--- src/rtl/el_display_pkg.sv ---
// Shared EL display constants: character grid geometry, RAM address width,
// fill/substitute bytes, control codes and the character RAM writer state encoding.
package el_display_pkg;

    localparam int COLS   = 40;
    localparam int ROWS   = 32;
    localparam int ADDR_W = 11;
    localparam int CELLS  = COLS * ROWS;
    localparam int COL_W  = 6;
    localparam int ROW_W  = 5;

    localparam logic [7:0] CLEAR_CHAR = 8'h20;
    localparam logic [7:0] SUBST_CHAR = 8'h3F;

    localparam logic [7:0] CC_BS = 8'h08;
    localparam logic [7:0] CC_LF = 8'h0A;
    localparam logic [7:0] CC_FF = 8'h0C;
    localparam logic [7:0] CC_CR = 8'h0D;

    localparam logic [7:0] PRINT_LO = 8'h20;
    localparam logic [7:0] PRINT_HI = 8'h7E;

    localparam logic [COL_W-1:0]  LAST_COL       = COL_W'(COLS - 1);
    localparam logic [ROW_W-1:0]  LAST_ROW       = ROW_W'(ROWS - 1);
    localparam logic [ADDR_W-1:0] ROW_CLR_END    = ADDR_W'(COLS);
    localparam logic [ADDR_W-1:0] SCREEN_CLR_END = ADDR_W'(CELLS);

    typedef enum logic [1:0] {
        IDLE,
        WRITE,
        CLR_ROW,
        CLR_SCREEN
    } wr_state_t;

    function automatic logic is_printable(input logic [7:0] b);
        return (b >= PRINT_LO) && (b <= PRINT_HI);
    endfunction

    // row*40 as two shifts, kept in ADDR_W bits so no product bit is lost.
    function automatic logic [ADDR_W-1:0] row_base(input logic [ROW_W-1:0] row);
        logic [ADDR_W-1:0] r;
        r = ADDR_W'(row);
        return (r << 5) + (r << 3);
    endfunction

    function automatic logic [ROW_W-1:0] next_row(input logic [ROW_W-1:0] row);
        return (row == LAST_ROW) ? '0 : row + ROW_W'(1);
    endfunction

endpackage

--- src/rtl/char_ram_writer.sv ---
// Writer side of the character RAM: takes an ASCII byte stream over valid/ready,
// tracks the text cursor and issues single-cycle RAM writes, row clears and screen clears.
module char_ram_writer
    import el_display_pkg::*;
(
    input  logic              in_main_clock,
    input  logic              in_reset_n,
    input  logic              in_char_valid,
    input  logic [7:0]        in_char_data,
    output logic              out_char_ready,
    output logic [ADDR_W-1:0] out_ram_wr_address,
    output logic [7:0]        out_ram_wr_data,
    output logic              out_ram_we,
    output logic [COL_W-1:0]  out_cursor_x,
    output logic [ROW_W-1:0]  out_cursor_y,
    output logic              out_busy
);

    wr_state_t         state, state_nxt;
    logic [ADDR_W-1:0] clr_cnt, clr_cnt_nxt;
    logic [COL_W-1:0]  x_nxt;
    logic [ROW_W-1:0]  y_nxt;
    logic              we_nxt;
    logic [ADDR_W-1:0] addr_nxt;
    logic [7:0]        data_nxt;
    logic              ready_nxt;
    logic              busy_nxt;

    logic              accept;
    logic [ADDR_W-1:0] row_base_addr;
    logic [ADDR_W-1:0] cursor_addr;

    assign accept        = in_char_valid & out_char_ready;
    assign row_base_addr = row_base(out_cursor_y);
    assign cursor_addr   = row_base_addr + ADDR_W'(out_cursor_x);

    always_ff @(posedge in_main_clock or negedge in_reset_n) begin
        if (!in_reset_n) begin
            state              <= CLR_SCREEN;
            clr_cnt            <= '0;
            out_cursor_x       <= '0;
            out_cursor_y       <= '0;
            out_ram_we         <= 1'b0;
            out_ram_wr_address <= '0;
            out_ram_wr_data    <= CLEAR_CHAR;
            out_char_ready     <= 1'b0;
            out_busy           <= 1'b1;
        end else begin
            // NOTE: non-blocking assignments, so every register samples pre-edge values on the same edge.
            state              <= state_nxt;
            clr_cnt            <= clr_cnt_nxt;
            out_cursor_x       <= x_nxt;
            out_cursor_y       <= y_nxt;
            out_ram_we         <= we_nxt;
            out_ram_wr_address <= addr_nxt;
            out_ram_wr_data    <= data_nxt;
            out_char_ready     <= ready_nxt;
            out_busy           <= busy_nxt;
        end
    end

    always_comb begin
        // NOTE: every next-value signal gets a default first, so no branch leaves one unassigned (no latch).
        state_nxt   = state;
        clr_cnt_nxt = clr_cnt;
        x_nxt       = out_cursor_x;
        y_nxt       = out_cursor_y;
        we_nxt      = 1'b0;
        addr_nxt    = out_ram_wr_address;
        data_nxt    = out_ram_wr_data;
        ready_nxt   = out_char_ready;
        busy_nxt    = out_busy;

        case (state)
            IDLE: begin
                ready_nxt = 1'b1;
                busy_nxt  = 1'b0;
                if (accept) begin
                    if (is_printable(in_char_data) || in_char_data[7]) begin
                        state_nxt = WRITE;
                        we_nxt    = 1'b1;
                        addr_nxt  = cursor_addr;
                        data_nxt  = in_char_data[7] ? SUBST_CHAR : in_char_data;
                        ready_nxt = 1'b0;
                    end else begin
                        case (in_char_data)
                            CC_CR: x_nxt = '0;
                            CC_LF: begin
                                x_nxt       = '0;
                                y_nxt       = next_row(out_cursor_y);
                                state_nxt   = CLR_ROW;
                                clr_cnt_nxt = '0;
                                ready_nxt   = 1'b0;
                                busy_nxt    = 1'b1;
                            end
                            CC_BS: begin
                                if (out_cursor_x != '0) x_nxt = out_cursor_x - COL_W'(1);
                            end
                            CC_FF: begin
                                x_nxt       = '0;
                                y_nxt       = '0;
                                state_nxt   = CLR_SCREEN;
                                clr_cnt_nxt = '0;
                                ready_nxt   = 1'b0;
                                busy_nxt    = 1'b1;
                            end
                            default: ;
                        endcase
                    end
                end
            end

            WRITE: begin
                if (out_cursor_x < LAST_COL) begin
                    x_nxt     = out_cursor_x + COL_W'(1);
                    state_nxt = IDLE;
                    ready_nxt = 1'b1;
                    busy_nxt  = 1'b0;
                end else begin
                    // Wrapping past the last column blanks the row the cursor lands on.
                    x_nxt       = '0;
                    y_nxt       = next_row(out_cursor_y);
                    state_nxt   = CLR_ROW;
                    clr_cnt_nxt = '0;
                    ready_nxt   = 1'b0;
                    busy_nxt    = 1'b1;
                end
            end

            CLR_ROW: begin
                if (clr_cnt == ROW_CLR_END) begin
                    state_nxt = IDLE;
                    ready_nxt = 1'b1;
                    busy_nxt  = 1'b0;
                end else begin
                    we_nxt      = 1'b1;
                    addr_nxt    = row_base_addr + clr_cnt;
                    data_nxt    = CLEAR_CHAR;
                    clr_cnt_nxt = clr_cnt + ADDR_W'(1);
                end
            end

            CLR_SCREEN: begin
                if (clr_cnt == SCREEN_CLR_END) begin
                    state_nxt = IDLE;
                    ready_nxt = 1'b1;
                    busy_nxt  = 1'b0;
                end else begin
                    we_nxt      = 1'b1;
                    addr_nxt    = clr_cnt;
                    data_nxt    = CLEAR_CHAR;
                    clr_cnt_nxt = clr_cnt + ADDR_W'(1);
                end
            end

            default: begin
                state_nxt = IDLE;
                ready_nxt = 1'b1;
                busy_nxt  = 1'b0;
            end
        endcase
    end

endmodule

--- config.mk ---
export PLATFORM = sky130hd
export DESIGN_NAME = char_ram_writer
export DESIGN_NICKNAME = d
export VERILOG_FILES = /design/src/rtl/el_display_pkg.sv /design/src/rtl/char_ram_writer.sv
export SDC_FILE = /design/constraint.sdc
export NUM_CORES = 1
export LEC_CHECK = 0
export ABC_AREA = 1
export CAP_MARGIN = 20
export CORE_MARGIN = 4
export CORE_UTILIZATION = 35
export DETAILED_ROUTE_END_ITERATION = 7
export GPL_ROUTABILITY_DRIVEN = 0
export PLACE_DENSITY_LB_ADDON = 0.12
export REMOVE_ABC_BUFFERS = 1
export SYNTH_ARGS = -nofsm -noshare
export SYNTH_HDL_FRONTEND = slang
export SYNTH_SLANG_ARGS = --single-unit
--- constraint.sdc ---
create_clock -name in_main_clock -period 2.2 [get_ports in_main_clock]
set_input_delay 0.22 -clock in_main_clock [delete_from_list [all_inputs] [get_ports in_main_clock]]
set_output_delay 0.22 -clock in_main_clock [all_outputs]
set_load 0.01 [all_outputs]
; ---- Yosys cells after proc, flatten, opt, wreduce, memory -nomap -nowiden
; Index checks and enable logic that the tools add are counted.
[word_totals]
register_bits = 46
inputBits = 11
[classes]
add_sub_neg = 7
n_lt_le_gt_ge = 3
eq_ne = 23
n_mux = 56
n_bitwise = 1
n_reduce_logical = 14
[ops]
columns = cell, n
row1 = 11-bit two-way mux, 10
row2 = 11-bit one-hot mux with 4 select lines, 1
row3 = 11-bit one-hot mux with 3 select lines, 1
row4 = "8-bit by 4-bit == test with 1-bit output, second input constant", 4
row5 = 8-bit two-way mux, 4
row6 = 6-bit two-way mux, 4
row7 = 6-bit one-hot mux with 2 select lines, 2
row8 = 8-bit one-hot mux with 3 select lines, 1
row9 = 5-bit two-way mux, 4
row10 = 5-bit one-hot mux with 2 select lines, 2
row11 = "2-bit != test, second input constant", 9
row12 = 1-bit two-way mux, 16
row13 = 5-bit AND reduction, 3
row14 = 10-bit by 8-bit adder with 11-bit output, 1
row15 = "11-bit by 1-bit adder with 11-bit output, second input constant", 1
row16 = 11-bit adder, 1
row17 = 11-bit by 6-bit adder with 11-bit output, 1
row18 = "11-bit == test, second input constant", 1
row19 = "11-bit by 6-bit == test with 1-bit output, second input constant", 1
row20 = 2-bit two-way mux, 5
row21 = "8-bit by 6-bit >= comparator with 1-bit output, second input constant", 1
row22 = "8-bit by 7-bit less-or-equal comparator with 1-bit output, second input constant", 1
row23 = 1-bit one-hot mux with 4 select lines, 2
row24 = 2-bit one-hot mux with 4 select lines, 1
row25 = 26 further kinds, 27

; ---- Longest topological paths before layout
; Gate-level depths: netlist (run 1).
[depth]
word_depth = 6
depth_mapped = 16
ltp_nobuf = 16

; ---- Worst setup path after synthesis (run 1)
; No wires, ideal clock.
[synth_timing]
kind = register to register
from = reg out_cursor_y[0]
to = reg out_ram_wr_address[10]
setup_ns = 0.116
arrival_ns = 2.220
setup_slack_ns = -0.136
path_stages_with_launch = 15
synth_period_minus_slack_ns = 2.336
path_cell_list = dfrtp_1 > ha_1 > fa_1 > nand2_1 > a21oi_1 > xor2_1 > ha_1 > nand2_1 > inv_1 > a21oi_1 > nand2_1 > nand3_1 > nand3_1 > nand2_1 > nand2_1
[synth_via]
elab_chain_len = 5
[synth_lines]
columns = item, line_no
row1 = start: declaration, char_ram_writer.sv:15  ; output logic [ROW_W-1:0] out_cursor_y,
row2 = start signal: assignment, char_ram_writer.sv:53  ; out_cursor_y <= y_nxt;
row3 = 10-bit by 8-bit adder with 11-bit output *, el_display_pkg.sv:43  ; return (r << 5) + (r << 3);
row4 = 11-bit by 6-bit adder with 11-bit output, char_ram_writer.sv:35  ; assign cursor_addr = row_base_addr + ADDR_W'(out_cursor_x);
row5 = 11-bit two-way mux, char_ram_writer.sv:79  ; if (is_printable(in_char_data) || in_char_data[7]) begin
row6 = 11-bit two-way mux, char_ram_writer.sv:78  ; if (accept) begin
row7 = 11-bit one-hot mux with 3 select lines *, char_ram_writer.sv:74  ; case (state)
row8 = end signal: assignment, char_ram_writer.sv:55  ; out_ram_wr_address <= addr_nxt;
row9 = end: declaration, char_ram_writer.sv:11  ; output logic [ADDR_W-1:0] out_ram_wr_address,
; Mark *: on every way between the ends. The rest lies on a longest branch, timed or not. The select of a mux whose other input is x is not followed.
; A chain may end at the register's enable or synchronous reset.

; ---- Final worst setup path (run 1)
[layout_timing]
from = reg out_cursor_y[2]
to = reg out_ram_wr_address[9]
; The elaborated chain is that of the path after synthesis.

==> impl_metrics.env, run 1 <==
export IMPL_synth_avg_cell_area_sq_um=6.921
export IMPL_ant_nets=0
export IMPL_yosysUniqueCellTypes=41
export IMPL_hold_class="primary input to async pin"
export IMPL_numCtsBuffers=5
export IMPL_synthTopCellsByArea="dfrtp_1 (30%), nand2_1 (19%), nand3_1 (7.5%)"
export IMPL_p_leak_uw=0.002271
export IMPL_fmax_ghz=0.4505
export IMPL_core_area_sq_um=9371
export IMPL_placementRows=35
export IMPL_path_buf_inv=4
export IMPL_synth_cells=495
export IMPL_worst_slack_ns=-0.01980
export IMPL_firstDrtPassIters=4
export IMPL_numClockSinks=45
export IMPL_powerDensity_nw_per_um2=357.4
export IMPL_synth_area_sq_um=3426
export IMPL_mostFrequentLayoutCells="nand2_1 (166), inv_1 (54), nand3_1 (51)"
export IMPL_post_route_period_util=1.009
export IMPL_ys_ff_latch=45
export IMPL_drv_cap=0
export IMPL_whs_ns=0.4502
export IMPL_yosysWarningCount=0
export IMPL_grt_pass1_vias=3127
export IMPL_boundaryPins=44
export IMPL_crit_required_ns=2.39
export IMPL_ir_drop_v=0.0002146
export IMPL_clock_latency_ns=0.31
export IMPL_status="finished with violations"
export IMPL_antenna_cells=0
export IMPL_final_layout_size_suffix_gt1_frac=0.1477
export IMPL_worstSetupEndpointType="register"
export IMPL_critPathTopFamily="adder cells"
export IMPL_grt_start_max_net_pins=25
export IMPL_crit_path_frequent_cell="buf_4"
export IMPL_syn_to_final_growth_pct=25.57
export IMPL_drt_initial_drc_count=102
export IMPL_maxSlewHeadroom=0.6222
export IMPL_power_total_uw=1537
export IMPL_vias_per_cell=4.708
export IMPL_final_area_sq_um=4302
export IMPL_clock_skew_ns=0.01231
export IMPL_globalRoute_totalOverflow=0
export IMPL_wl_per_cell_microns=12.92
export IMPL_clkSlewWorstSetupHoldPaths_ns=0.10
export IMPL_fillers=992
export IMPL_hold_viol=0
export IMPL_worst_path_max_delay_cell="dfrtp_1"
export IMPL_yosysTopAreaCellShare=0.2995
export IMPL_clockBufferDepth=2
export IMPL_period_minus_slack_ns=2.220
export IMPL_rsz0062_at_grt="yes"
export IMPL_io_buffers=42
export IMPL_violations="setup timing"
export IMPL_initial_core_util=0.3656
export IMPL_final_max_slew_viol_count=0
export IMPL_die_w_microns=106.9
export IMPL_die_height_microns=106.9
export IMPL_synth_largest_area_cell="dfrtp_1"
export IMPL_critPathLaunchType="register"
export IMPL_critPathMaxFanout=3
export IMPL_grt_usage=0.1582
export IMPL_antenna_found_initial=0
export IMPL_cts_root_buf="clkbuf_8"
export IMPL_tightest_slew_ns=0.5668
export IMPL_htreeDepth=2
export IMPL_crit_chain="buf_6 > ha_4 > buf_4 > nand2_2 > a21oi_2 > xor2_1 > ha_1 > buf_4 > buf_4 > nand4_1 > nand3_1 > nand3_2 > nand2_1"
export IMPL_die_area_sq_um=11440
export IMPL_grt_pass1_wl_mm=14.71
export IMPL_placed_area_sq_um=4096
export IMPL_routed_wl_mm=8.928
export IMPL_dp_hpwl_mm=6.770
export IMPL_final_common_cell="nand2_1"
export IMPL_crit_type="register to register"
export IMPL_nNetsFinal=591
export IMPL_finalSetupViolCount=1
export IMPL_cts_tree="yes"
export IMPL_drc=0
export IMPL_critical_path_arrival_ns=2.41
export IMPL_preCtsSetupSlack_ns=-0.09599
export IMPL_seq_area_frac_synth=0.3302
export IMPL_slowest_delay_ns=0.40
export IMPL_vias=3253
[routing by layer]
layer	share of wire	global-route usage	vias to the layer above	routed length, microns
met3	0.028	0.02288	9	248
li1	-	-	1695	-
met2	0.48	0.2756	50	4244
met1	0.48	0.2059	1499	4325
met5	0	0	-	0
met4	0.012	0.03927	0	109
[report_power, final]
part           switching (uW)  leakage, uW  internal (uW)
Sequential             0.0349     0.000554            827
Combinational            35.6      0.00166           23.3
Clock                     310    0.0000554            342
[synthesized netlist by cell type, drive strengths merged]
cell,count
mux2i,1
inv,63
buf,9
o22ai,2
a22oi,1
nor3,4
o21ai,26
conb,1
dfrtp,41
clkbuf,3
a21oi,9
fa,2
nand4,9
or2,3
xor2,13
clkinv,1
nand2,177
nand3b,3
nor2,48
a31oi,1
xnor2,2
ha,17
dfstp,4
nand3,55
[through the flow]
stage | std cells | utilization | setup TNS [ns]
5_1_grt | 691 | 0.4590 | -0.4300
3_5_place_dp | 679 | 0.4371 | -0.1582
6_report | 691 | 0.4590 | -0.01980
2_1_floorplan | 483 | - | -0.3926
4_1_cts | 689 | 0.4550 | -0.1159
3_3_place_gp | 679 | 0.4371 | -0.07054
[flip-flops by register name, indices dropped and copies added, names as in the netlist]
signal / flops
clr_cnt: 11
out_busy: 1
out_char_ready: 1
out_cursor_x: 6
out_cursor_y: 5
out_ram_we: 1
out_ram_wr_address: 11
out_ram_wr_data: 7
state: 2
[worst paths after layout]
check | startpoint | endpoint | slack (ns) | cells after the start
min | in_reset_n | out_cursor_x[1] | 0.45 | 2
min in group in_main_clock | out_ram_wr_address[7] | out_ram_wr_address[7] | 0.48 | 2
max in group asynchronous | in_reset_n | clr_cnt[6] | 1.16 | 3
max reg2reg | out_cursor_y[2] | out_ram_wr_address[9] | -0.02 | 13
max | out_cursor_y[2] | out_ram_wr_address[9] | -0.02 | 13
min reg2reg | out_ram_wr_address[7] | out_ram_wr_address[7] | 0.48 | 2
[layout make-up]
class	count	area [sq um]	area share
Clock buffer	6	72.57	0.01687
Multi-Input combinational cell	374	2008	0.4668
Clock inverter	2	38.79	0.009017
Inverter	64	250.2	0.05817
Timing Repair Buffer	71	639.4	0.1486
Tap cell	129	161.4	0.03752
Sequential cell	45	1131	0.2629
[cell families after synthesis]
family / share of synthesized area
AOI/OAI and AO/OA: 0.06100
xor gates and xnor gates: 0.03835
adders and majority gates: 0.07378
buffers and inverters: 0.1004
DFF: 0.3302
muxes: 0.002922
other: 0.001095
and+or+nand+nor: 0.3923
[timing repair]
item,4_1_cts,5_1_grt
resized for setup,7,7
hold buffers,1,0
setup endpoints to repair,4,5
pin swaps,14,13
endpoints found under the hold margin,18,0
buffers inserted,1,2
Note: power is estimated with default switching activity, not from simulation.
==> inputs of run 2 (changes only) <==
- ABC_CLOCK_PERIOD_IN_PS: not set -> 2200
==> results of run 2 <==
The final DEF is identical to that of run 1; final timing and power are the same.
